--- src/rtl/chess_pkg.sv ---
// Shared definitions for the chess cursor/layout block: highlight codes,
// FSM states and the key-priority encoding.
package chess_pkg;

    localparam int unsigned HL_NONE   = 0;
    localparam int unsigned HL_CURSOR = 1;
    localparam int unsigned HL_LOCKED = 2;
    localparam int unsigned HL_BOTH   = 3;

    typedef enum logic {
        ST_SELECT = 1'b0,
        ST_LOCKED = 1'b1
    } state_e;

    typedef enum logic [2:0] {
        DIR_NONE  = 3'd0,
        DIR_LEFT  = 3'd1,
        DIR_RIGHT = 3'd2,
        DIR_UP    = 3'd3,
        DIR_DOWN  = 3'd4
    } dir_e;

    // Active-low keys, Left > Right > Up > Down.
    function automatic dir_e key_priority(input logic left_n, input logic right_n,
                                          input logic up_n, input logic down_n);
        if (!left_n)  return DIR_LEFT;
        if (!right_n) return DIR_RIGHT;
        if (!up_n)    return DIR_UP;
        if (!down_n)  return DIR_DOWN;
        return DIR_NONE;
    endfunction

endpackage

--- src/rtl/chess_key_repeat.sv ---
// Samples the buttons on MoveTick and emits a one-cycle direction strobe:
// immediately on a new winning key, then every REPEAT_TICKS ticks while held.
module chess_key_repeat
    import chess_pkg::*;
#(
    parameter int unsigned REPEAT_TICKS = 5
) (
    input  logic clock,
    input  logic reset_app,
    input  logic move_tick,
    input  logic key_left_n,
    input  logic key_right_n,
    input  logic key_up_n,
    input  logic key_down_n,
    output dir_e move_dir_c
);
    localparam int unsigned CNT_W = $clog2(REPEAT_TICKS + 1);

    dir_e             last_q, last_d;
    dir_e             win;
    logic [CNT_W-1:0] cnt_q, cnt_d;

    // cnt_q counts ticks since the last emitted move of the held key.
    always_comb begin
        last_d     = last_q;
        cnt_d      = cnt_q;
        move_dir_c = DIR_NONE;
        win        = key_priority(key_left_n, key_right_n, key_up_n, key_down_n);
        if (move_tick) begin
            if (win == DIR_NONE) begin
                last_d = DIR_NONE;
                cnt_d  = '0;
            end else if (win != last_q || cnt_q == CNT_W'(REPEAT_TICKS)) begin
                move_dir_c = win;
                last_d     = win;
                cnt_d      = CNT_W'(1);
            end else begin
                cnt_d = cnt_q + CNT_W'(1);
            end
        end
    end

    always_ff @(posedge clock) begin
        if (reset_app) begin
            last_q <= DIR_NONE;
            cnt_q  <= '0;
        end else begin
            last_q <= last_d;
            cnt_q  <= cnt_d;
        end
    end

endmodule

--- src/rtl/chess_cursor_layout.sv ---
// Board cursor with select/lock/commit of a piece move; publishes the board
// as a registered flat vector with per-square highlight codes.
module chess_cursor_layout
    import chess_pkg::*;
#(
    parameter int unsigned BOARD_COLS   = 8,
    parameter int unsigned BOARD_ROWS   = 8,
    parameter int unsigned SQUARE_WIDTH = 8,
    parameter int unsigned PIECE_WIDTH  = 4,
    parameter bit          WRAP_EN      = 1'b1,
    parameter int unsigned START_X      = 2,
    parameter int unsigned START_Y      = 3,
    parameter int unsigned REPEAT_TICKS = 5
) (
    input  logic                                              clock,
    input  logic                                              resetApp,
    input  logic                                              MoveTick,
    input  logic                                              KeyLeft,
    input  logic                                              KeyRight,
    input  logic                                              KeyUp,
    input  logic                                              KeyDown,
    input  logic                                              LockSwitch,
    input  logic [BOARD_COLS*BOARD_ROWS*SQUARE_WIDTH-1:0]     InitLayout,
    output logic [BOARD_COLS*BOARD_ROWS*SQUARE_WIDTH-1:0]     Layout,
    output logic [$clog2(BOARD_COLS*BOARD_ROWS)-1:0]          CursorIdx,
    output logic [$clog2(BOARD_COLS*BOARD_ROWS)-1:0]          LockIdx,
    output logic                                              LockValid,
    output logic                                              MoveCommit
);
    localparam int unsigned N        = BOARD_COLS * BOARD_ROWS;
    localparam int unsigned IDX_W    = $clog2(N);
    localparam int unsigned X_W      = $clog2(BOARD_COLS);
    localparam int unsigned Y_W      = $clog2(BOARD_ROWS);
    localparam int unsigned HL_W     = SQUARE_WIDTH - PIECE_WIDTH;
    localparam int unsigned LAYOUT_W = N * SQUARE_WIDTH;
    localparam logic [IDX_W-1:0] RST_IDX = IDX_W'(START_Y * BOARD_COLS + START_X);

    function automatic logic [IDX_W-1:0] idx_of(input logic [X_W-1:0] x, input logic [Y_W-1:0] y);
        return IDX_W'(y) * IDX_W'(BOARD_COLS) + IDX_W'(x);
    endfunction

    function automatic logic [SQUARE_WIDTH-1:0] square_of(input logic [PIECE_WIDTH-1:0] piece,
                                                          input logic is_cur, input logic is_lock);
        int unsigned hl;
        if (is_cur && is_lock) hl = HL_BOTH;
        else if (is_cur)       hl = HL_CURSOR;
        else if (is_lock)      hl = HL_LOCKED;
        else                   hl = HL_NONE;
        return {HL_W'(hl), piece};
    endfunction

    state_e                  state_q, state_d;
    logic [X_W-1:0]          x_q, x_d;
    logic [Y_W-1:0]          y_q, y_d;
    logic [IDX_W-1:0]        cursor_idx_q, cursor_idx_d;
    logic [IDX_W-1:0]        lock_idx_q, lock_idx_d;
    logic                    commit_q, commit_d;
    logic [2:0]              sync_q, sync_d;
    logic [PIECE_WIDTH-1:0]  piece_q [N];
    logic [PIECE_WIDTH-1:0]  piece_d [N];
    logic [LAYOUT_W-1:0]     layout_q, layout_d, layout_rst;
    logic                    lock_edge;
    logic                    init_hl_unused;
    dir_e                    move_dir_c;

    chess_key_repeat #(
        .REPEAT_TICKS (REPEAT_TICKS)
    ) u_key_repeat (
        .clock       (clock),
        .reset_app   (resetApp),
        .move_tick   (MoveTick),
        .key_left_n  (KeyLeft),
        .key_right_n (KeyRight),
        .key_up_n    (KeyUp),
        .key_down_n  (KeyDown),
        .move_dir_c  (move_dir_c)
    );

    // Two synchroniser stages plus one history flop for rising-edge detection.
    always_comb begin
        sync_d    = {sync_q[1:0], LockSwitch};
        lock_edge = sync_q[1] & ~sync_q[2];
    end

    always_comb begin
        x_d = x_q;
        y_d = y_q;
        case (move_dir_c)
            DIR_LEFT: begin
                if (x_q != '0)   x_d = x_q - X_W'(1);
                else if (WRAP_EN) x_d = X_W'(BOARD_COLS - 1);
            end
            DIR_RIGHT: begin
                if (x_q != X_W'(BOARD_COLS - 1)) x_d = x_q + X_W'(1);
                else if (WRAP_EN)                x_d = '0;
            end
            DIR_UP: begin
                if (y_q != '0)   y_d = y_q - Y_W'(1);
                else if (WRAP_EN) y_d = Y_W'(BOARD_ROWS - 1);
            end
            DIR_DOWN: begin
                if (y_q != Y_W'(BOARD_ROWS - 1)) y_d = y_q + Y_W'(1);
                else if (WRAP_EN)                y_d = '0;
            end
            default: ;
        endcase
        cursor_idx_d = idx_of(x_d, y_d);
    end

    // Lock actions use the pre-move cursor held in cursor_idx_q.
    always_comb begin
        state_d    = state_q;
        lock_idx_d = lock_idx_q;
        commit_d   = 1'b0;
        piece_d    = piece_q;
        if (lock_edge) begin
            case (state_q)
                ST_SELECT: begin
                    if (piece_q[cursor_idx_q] != '0) begin
                        state_d    = ST_LOCKED;
                        lock_idx_d = cursor_idx_q;
                    end
                end
                ST_LOCKED: begin
                    state_d = ST_SELECT;
                    if (cursor_idx_q != lock_idx_q) begin
                        piece_d[cursor_idx_q] = piece_q[lock_idx_q];
                        piece_d[lock_idx_q]   = '0;
                        commit_d              = 1'b1;
                    end
                end
                default: state_d = ST_SELECT;
            endcase
        end
    end

    always_comb begin
        layout_d       = '0;
        layout_rst     = '0;
        init_hl_unused = 1'b0;
        for (int i = 0; i < N; i++) begin
            layout_d[i*SQUARE_WIDTH +: SQUARE_WIDTH] =
                square_of(piece_d[i], IDX_W'(i) == cursor_idx_d,
                          (state_d == ST_LOCKED) && (IDX_W'(i) == lock_idx_d));
            layout_rst[i*SQUARE_WIDTH +: SQUARE_WIDTH] =
                square_of(InitLayout[i*SQUARE_WIDTH +: PIECE_WIDTH], IDX_W'(i) == RST_IDX, 1'b0);
            init_hl_unused = init_hl_unused ^ (^InitLayout[i*SQUARE_WIDTH + PIECE_WIDTH +: HL_W]);
        end
    end

    always_ff @(posedge clock) begin
        if (resetApp) begin
            state_q      <= ST_SELECT;
            x_q          <= X_W'(START_X);
            y_q          <= Y_W'(START_Y);
            cursor_idx_q <= RST_IDX;
            lock_idx_q   <= '0;
            commit_q     <= 1'b0;
            sync_q       <= '0;
            layout_q     <= layout_rst;
            for (int i = 0; i < N; i++) begin
                piece_q[i] <= InitLayout[i*SQUARE_WIDTH +: PIECE_WIDTH];
            end
        end else begin
            state_q      <= state_d;
            x_q          <= x_d;
            y_q          <= y_d;
            cursor_idx_q <= cursor_idx_d;
            lock_idx_q   <= lock_idx_d;
            commit_q     <= commit_d;
            sync_q       <= sync_d;
            layout_q     <= layout_d;
            piece_q      <= piece_d;
        end
    end

    assign Layout     = layout_q;
    assign CursorIdx  = cursor_idx_q;
    assign LockIdx    = lock_idx_q;
    assign LockValid  = (state_q == ST_LOCKED);
    assign MoveCommit = commit_q;

endmodule

--- config.mk ---
export PLATFORM = sky130hd
export DESIGN_NAME = chess_cursor_layout
export DESIGN_NICKNAME = d
export VERILOG_FILES = /design/src/rtl/chess_pkg.sv /design/src/rtl/chess_key_repeat.sv /design/src/rtl/chess_cursor_layout.sv
export SDC_FILE = /design/constraint.sdc
export NUM_CORES = 1
export LEC_CHECK = 0
export BUFFER_PORTS_ARGS = -buffer_cell sky130_fd_sc_hd__clkbuf_2
export CAP_MARGIN = 20
export CORE_AREA = 2 2 404 406
export DETAILED_ROUTE_END_ITERATION = 10
export DIE_AREA = 0 0 406 408
export GPL_ROUTABILITY_DRIVEN = 0
export HOLD_SLACK_MARGIN = 0.1
export MAX_ROUTING_LAYER = met4
export PLACE_DENSITY_LB_ADDON = 0.08
export SLEW_MARGIN = 40
export SYNTH_ARGS = -nofsm -noshare
export SYNTH_HDL_FRONTEND = slang
export SYNTH_SLANG_ARGS = --single-unit
--- constraint.sdc ---
create_clock -name clock -period 12.5 [get_ports clock]
set_input_delay 0.625 -clock clock [delete_from_list [all_inputs] [get_ports clock]]
set_output_delay 0.625 -clock clock [all_outputs]
set_load 0.01 [all_outputs]
==> results of run 1 <==
power by group:
group          internal, mW  switching [mW]  leakage (nW)
sequential             1.50           0.127          3.82
clock                 0.983           0.717         0.923
combinational         0.214           0.514          7.52
total                  2.70            1.36          12.3
cell families after synthesis:
group | Yosys count
XOR/XNOR | 8
flip-flops | 407
adder cells (fa/ha/maj) | 10
buffers and inverters | 302
other | 1
multiplexers | 268
AND/OR/NAND/NOR | 821
AO/OA/AOI/OAI | 633
stage by stage:
step / utilization (%) / area [µm²] / power, mW / cells / hold slack [ns]
CTS: 18.88 / 30520 / 4.146 / 5295 / 0.1779
floorplan: - / 23570 / 1.970 / 2577 / 0.4138
global route: 18.91 / 30570 / 4.229 / 5307 / 0.2126
global placement: 17.65 / 28540 / 2.414 / 5187 / 0.4526
detailed placement: 17.72 / 28650 / 2.416 / 5191 / 0.4457
finish: 18.92 / 30580 / 4.060 / 5312 / 0.2334
cell usage after synthesis (all sizes together), types with 6 or more instances:
library cell,n
o21ai,361
nand2,355
edfxtp,256
nor2,250
mux2i,239
buf,194
dfxtp,151
clkbuf,96
a22oi,93
nor3,79
a21oi,62
nand3,22
mux4,20
nand2b,17
nor4,17
a22o,15
a221oi,13
inv,12
o22ai,12
a31oi,11
ha,10
a41oi,9
mux2,9
nor2b,9
nand4,8
or3,8
and3,7
nor3b,7
nand3b,6
nor4b,6
o2111ai,6
o311ai,6
or3b,6
xnor2,6
how the worst min path moves through the flow:
| stage | startpoint | endpoint | slack, ns |
|---|---|---|---|
| after global routing | InitLayout[402] | Layout[402] | 0.21 |
| after global placement | sync_q[0] | sync_q[1] | 0.45 |
| final | InitLayout[408] | Layout[408] | 0.23 |
| after detailed placement | sync_q[0] | sync_q[1] | 0.45 |
| after floorplan | sync_q[0] | sync_q[1] | 0.41 |
| after CTS | InitLayout[408] | Layout[408] | 0.18 |
metal layers:
metal / global-route usage [%] / wire (µm)
met2: 30.71 / 75270
met3: 4.030 / 9613
met4: 3.294 / 2643
met1: 25.06 / 72810
met5: - / 0
registers in the layout (all words and copies together) (netlist names):
| register | flops |
|---|---|
| CursorIdx | 1 |
| Layout | 203 |
| LockIdx | 6 |
| LockValid | 1 |
| MoveCommit | 1 |
| piece_q | 181 |
| sync_q | 3 |
| u_key_repeat.cnt_q | 3 |
| u_key_repeat.last_q | 3 |
| x_q | 2 |
| y_q | 3 |
layout make-up:
class | instances | area share [%]
Clock buffer | 78 | 5.266
Clock inverter | 26 | 0.8592
Multi-Input combinational cell | 1868 | 36.86
Tap cell | 2175 | 8.899
Antenna cell | 16 | 0.1309
Sequential cell | 407 | 35.09
Timing Repair Buffer | 730 | 12.75
Inverter | 12 | 0.1473
tightest hold or removal path, cell delays in order:
cell and delay, ns:
clkbuf_2 0.08, nand2_1 0.04, o21ai_0 0.05
==> out/metrics.csv, run 1 <==
metric,value,unit
status,completed,
most frequent cells in the layout,"clkbuf_2 (660), nand2_1 (355), o21ai_0 (313), edfxtp_1 (256), nor2_1 (247)",
Reg area,10730,µm²
Crit path buffers/inverters,3,
max_slew headroom,41.60,%
ranking of synthesized cells by area,"edfxtp_1 (33%), dfxtp_1 (13%), mux2i_1 (9.8%), o21ai_0 (6.8%), nand2_1 (5.8%)",
largest net degree at the start of global routing,71,
CTS tree,yes,
crit-path cells,"buf_4, and3b_1, buf_4, a22o_1, a221oi_1, a31oi_2, nor4_1, nand3_4, buf_4, mux2_2, a22o_1",
number of global-route vias before repair,22495,
Die Ht,408,µm
critical path endpoint,piece_q[33],
Worst setup SP type,flip-flop,
"Worst Setup Slack, final",7.143,ns
distinct cell type count after synthesis,76,
R2R setup slack,7.14,ns
Clock Path Buffers,3,
Most Frequent Cell on Critical Path,buf_4,
DR DRC count,0,
H-Tree Depth,2,
slowest CP cell,buf_4,
Starting Density,14.28,%
"Slew Viols, Final",0,
I/O pins,1046,
worst skew pair latency,0.67,ns
drt first pass iters,7,
"most common cell after layout, fill and taps aside",clkbuf_2,
setup violators final,0,
crit path DAT,5.77,ns
Root Driver,clkbuf_16,
DR vias,22311,
# hold bufs at CTS,0,
FF-to-FF path depth,11,
# nets final,3607,
Power Dens Cells,132.8,nW/µm²
crit end category,flip-flop,
CP peak stage delay,0.64,ns
Setup crit start,LockIdx[0],
fin crit period,5.357,ns
multi-input logic area,11270,µm²
Inserted Clock Buffers,58,
fillers,18219,
Synth Area in XOR/XNOR,0.3034,%
global route overflow,0,
clock sinks,407,
Hold/Removal Path Class,input port to flip-flop,
ys flop type,edfxtp_1,
postcts setup bufs,0,
LEAKAGE,12.26,nW
pre-CTS setup slack,6.944,ns
CP Max Fanout,37,
port bufs,661,
post-CTS resize count,0,
worst r2r src,LockIdx[0],
Async SR Flop Fraction,0,%
Synth area leader,edfxtp_1,
hold depth,3,
hpwl dp,120000,µm
clk_skew,0.03396,ns
Setup TNS,0,ns
post-synthesis simple-gate area fraction,15.57,%
Synth Area in Compound Gates,16.75,%
sequential cell area fraction in the yosys report,46.38,%
core area,161700,µm²
synth warn,0,
Netlist Area Pre-Place,23090,µm²
Total Routed Length,160300,µm
main combinational cell family by area after synthesis,compound AO/OA/AOI/OAI gates,
CP Class,flip-flop to flip-flop,
vias per cell,4.200,
drt wl/cell,30.18,µm
Routed Antenna Nets,0,
r2r endpoint,piece_q[33],
layout cell share with drive strength beyond 1,28.80,%
top-area cell type share of the netlist area,33.29,%
antenna violations before repair,19,
Post-synth EDFFs,256,
# rows,148,
Worst Max-Slew Pin Slew,0.8728,ns
cell count after synthesis,2450,
RSZ-0062 raised after global routing,false,
Crit path max-delay family,buffers and inverters,
Die W,406,µm
initial drt markers,1746,
multiplexer share of the synthesized area,13.00,%
maximum clock frequency,186.7,MHz
Die Area,165600,µm²
post-synthesis register bit count,407,
Post-Syn Area per Cell,9.425,µm²
Worst-path clk slew,0.07,ns
Max VDD drop,98.66,µV
total track usage,19.19,%
Area Overhead vs Synth,32.43,%
required time worst endpoint,12.92,ns
post-synthesis adder-cell area fraction,0.5418,%
first-pass GRT wire length,211900,µm
fin crit share,42.85,%
critical path depth,11,
Fin. Hold Viols,0,
total of max-cap violations,0,
Power figures use the tool's default switching activity.
==> inputs of run 2 (changes only) <==
clock period = 4.5 ns   (was 12.5 ns; I/O delays follow)
==> out/metrics.csv, run 2 (same netlist as run 1, synthesis figures left out) <==
metric,value,unit
most frequent cells in the layout,"clkbuf_2 (660), nand2_1 (354), o21ai_0 (313), dlygate4sd3_1 (269), edfxtp_1 (256)",
Setup TNS,0,ns
maximum clock frequency,246.4,MHz
sw frac,34.08,%
clk_skew,0.03839,ns
Cell Int Power,7.612,mW
fin crit period,4.059,ns
max_slew headroom,34.42,%
Total Power,11.55,mW
crit path DAT,4.59,ns
antenna violations before repair,17,
"Worst Setup Slack, final",0.4409,ns
Hold/Removal Path Class,input port to flip-flop,
pre-CTS setup slack,0.4211,ns
Final Instance Area,33740,µm²
Die W,406,µm
global route overflow,0,
total track usage,19.54,%
"Cell Area, Placed",29180,µm²
"most common cell after layout, fill and taps aside",clkbuf_2,
Total Routed Length,162500,µm
setup violators final,0,
max reg flops,203,
CP Class,flip-flop to flip-flop,
Routed Antenna Nets,0,
first-pass GRT wire length,216600,µm
status,completed,
Area Overhead vs Synth,46.12,%
CTS tree,yes,
Starting Density,14.28,%
crit end category,flip-flop,
multi-input logic area,11260,µm²
CP Max Fanout,18,
largest net degree at the start of global routing,121,
layout cell share with drive strength beyond 1,27.82,%
I/O pins,1046,
Fin. Hold Viols,0,
Worst-path clk slew,0.06,ns
drt first pass iters,5,
required time worst endpoint,5.04,ns
"Slew Viols, Final",0,
part of the power in registers,39.3,%
Worst setup SP type,flip-flop,
# rows,148,
DR vias,23557,
H-Tree Depth,2,
port bufs,661,
drt wl/cell,28.90,µm
RSZ-0062 raised after global routing,false,
hpwl dp,123000,µm
Die Ht,408,µm
Power Dens Cells,342.2,nW/µm²
LEAKAGE,13.68,nW
worst skew pair latency,0.70,ns
initial drt markers,1578,
post-CTS resize count,0,
DR DRC count,0,
Worst Max-Slew Pin Slew,0.9734,ns
number of global-route vias before repair,24024,
# nets final,3926,
Comb pwr share,20.1,%
clock sinks,407,
Reg area,10740,µm²
Inserted Clock Buffers,58,
hold_ws,0.2294,ns
Root Driver,clkbuf_16,
clock group share of total power,40.7,%
total of max-cap violations,0,
Die Area,165600,µm²
core area,161700,µm²
Max VDD drop,273.5,µV
Clock Path Buffers,3,
Switching Power,3.935,mW
fin crit share,90.20,%
vias per cell,4.190,
fillers,18022,
-- run 2: cell types whose count changed in the layout (fill, tap and decap cells not counted), sizes merged --
cell and change:
dlygate4sd3 +269, buf +50, diode -9, inv +6, bufinv -3, clkbuf -3, clkinv -1, clkinvlp +1
-- run 2: critical path, stage by stage, from the launching register on --
cell	delay [ns]
dfxtp_1	0.83
or3b_1	0.55
a21oi_1	0.15
o21ai_0	0.18
o32ai_1	0.65
a2111oi_4	0.09
a31oi_4	0.58
buf_12	0.29
mux2i_1	0.45
nor2_1	0.10
-- run 2: repair_timing --
action / 4_1_cts / 5_1_grt
buffers inserted: 0 / 0
hold buffers: 269 / 0
endpoints found under the hold margin: 266 / 0
-- run 2: metal layers --
| metal | wire [µm] | GRT usage (%) |
|---|---|---|
| met4 | 3429 | 4.185 |
| met5 | 0 | - |
| met2 | 76740 | 31.53 |
| met3 | 10470 | 4.046 |
| met1 | 71850 | 25.05 |
-- run 2: final cells by class --
cell class	count	share of cell area [%]
sequential	407	31.82
tap	2175	8.065
clock buffer	75	4.828
multi-input combinational	1868	33.38
antenna	7	0.05192
inverter	12	0.1335
clock inverter	29	0.6712
timing repair buffer	1049	21.06
-- run 2: worst paths after layout --
check                                to  depth (start not counted)       from  slack (ns)
setup / recovery            Layout[269]                          9     y_q[1]        0.44
hold / removal    u_key_repeat.cnt_q[1]                          6    KeyDown        0.23
setup reg to reg            Layout[269]                          9     y_q[1]        0.44
hold reg to reg               sync_q[1]                          1  sync_q[0]        0.44
-- run 2: power by group through the flow --
stage | clock network, mW | registers (mW) | logic [mW]
global placement | 0 | 4.63 | 2.19
CTS | 4.85 | 4.54 | 2.37
finish | 4.70 | 4.53 | 2.32
detailed placement | 0 | 4.62 | 2.18
floorplan | 0 | 4.47 | 0.995
global route | 4.96 | 4.55 | 2.50
-- run 2: stage by stage --
step,cells,utilization (%)
after floorplan,2577,-
after global placement,5242,18.03
after detailed placement,5242,18.05
after CTS,5615,20.86
after global routing,5621,20.87
final,5622,20.87
==> inputs of run 3 (changes only) <==
--- a/config.mk
+++ b/config.mk
@@ -16,2 +16,3 @@
 export PLACE_DENSITY_LB_ADDON = 0.08
+export SKIP_CTS_REPAIR_TIMING = 1
 export SLEW_MARGIN = 40
--- a/constraint.sdc
+++ b/constraint.sdc
@@ -3,2 +3,2 @@
 set_output_delay 0.225 -clock clock [all_outputs]
-set_load 0.01 [all_outputs]
+set_load 0.1 [all_outputs]
==> out/metrics.csv, run 3 (same netlist as run 1, synthesis figures left out) <==
metric,value,unit
max reg flops,203,
Worst setup SP type,flip-flop,
Die Area,165600,µm²
r2r endpoint,piece_q[49],
initial drt markers,1455,
Routed Antenna Nets,0,
R2R setup slack,0.57,ns
DR DRC count,0,
RSZ-0062 raised after global routing,false,
status,completed,
DP Cell Count,5244,
Power Dens Cells,393.4,nW/µm²
crit path DAT,4.36,ns
Die Ht,408,µm
Inserted Clock Buffers,59,
Worst-path clk slew,0.06,ns
maximum clock frequency,254.5,MHz
drt wl/cell,28.74,µm
global route overflow,0,
antenna violations before repair,17,
"Cell Area, Placed",29220,µm²
drt first pass iters,8,
hold_sp,KeyRight,
FF-to-FF path depth,10,
fin crit share,87.32,%
required time worst endpoint,4.93,ns
Setup TNS,0,ns
max_slew headroom,45.39,%
LEAKAGE,13.77,nW
Max VDD drop,272.3,µV
first-pass GRT wire length,211100,µm
"Worst Setup Slack, final",0.5706,ns
Fin. Hold Viols,0,
CP Max Fanout,41,
number of global-route vias before repair,22743,
"most common cell after layout, fill and taps aside",clkbuf_2,
DR vias,23430,
Hold/Removal Path Class,input port to flip-flop,
CTS tree,yes,
clock sinks,407,
# nets final,3926,
Die W,406,µm
Worst Max-Slew Pin Slew,0.8105,ns
fin crit period,3.929,ns
most frequent cells in the layout,"clkbuf_2 (660), nand2_1 (355), o21ai_0 (311), dlygate4sd3_1 (265), edfxtp_1 (256)",
pre-CTS setup slack,0.5048,ns
largest net degree at the start of global routing,111,
worst skew pair latency,0.69,ns
hold depth,4,
Starting Density,14.28,%
Root Driver,clkbuf_16,
I/O pins,1046,
layout cell share with drive strength beyond 1,27.63,%
crit end category,flip-flop,
H-Tree Depth,2,
Clock Path Buffers,3,
CP Class,flip-flop to flip-flop,
Total Routed Length,161800,µm
# rows,148,
clk_skew,0.04368,ns
hpwl dp,123800,µm
port bufs,661,
"Core Util, Final",20.98,%
total track usage,19.19,%
core area,161700,µm²
"Cell Count, Final, Fillers Out",5630,
Area Overhead vs Synth,46.91,%
vias per cell,4.162,
total of max-cap violations,0,
worst r2r src,LockIdx[0],
setup violators final,0,
sink of the worst hold path,u_key_repeat.last_q[1],
Final Instance Area,33920,µm²
"Slew Viols, Final",0,
run 3: per-layer routing:
layer	share of wire (%)	wire, µm	track usage (%)	up-vias
met3	5.6	9057	3.568	116
met5	0	0	-	-
met4	1.6	2559	3.218	0
met2	47	76740	31.06	864
met1	45	73420	25.10	11812
li1	-	-	-	10638
run 3: through the flow:
step / total power, mW / hold WS, ns
6_report: 13.35 / 0.1350
5_1_grt: 13.80 / 0.1561
4_1_cts: 13.38 / -0.2284
3_5_place_dp: 8.310 / 0.4504
3_3_place_gp: 8.317 / 0.4503
2_1_floorplan: 7.003 / 0.3532
run 3: worst max-delay path by stage:
| stage | to | slack [ns] | start |
|---|---|---|---|
| 4_1_cts | Layout[381] | 0.48 | y_q[1] |
| 3_3_place_gp | Layout[381] | 0.49 | y_q[1] |
| 5_1_grt | Layout[381] | 0.38 | y_q[1] |
| 2_1_floorplan | Layout[107] | 0.18 | x_q[1] |
| 6_report | piece_q[49] | 0.57 | LockIdx[0] |
| 3_5_place_dp | Layout[381] | 0.50 | y_q[1] |
run 3: layout make-up:
class                      instances  area [µm²]
sequential                       407       10730
inverter                          12       45.04
fill                           18038      127700
antenna                           10       25.02
clock buffer                      79        1708
timing repair buffer            1048        7172
tap                             2175        2721
clock inverter                    31       302.8
multi-input combinational       1868       11220
run 3: power by group:
group / internal (mW) / switching, mW / total [mW] / leakage [nW]
logic: 0.806 / 3.01 / 3.82 / 8.96
registers: 4.18 / 0.366 / 4.54 / 3.82
clock network: 2.94 / 2.04 / 4.98 / 0.981
run 3: critical path: stages (launching register included):
cell	delay, ns
dfxtp_4	0.55
buf_4	0.50
nand2b_1	0.50
o22ai_1	0.16
a221oi_1	0.35
a21oi_1	0.23
nor4_1	0.39
nand3_4	0.16
buf_12	0.22
mux2_2	0.32
a22o_1	0.19
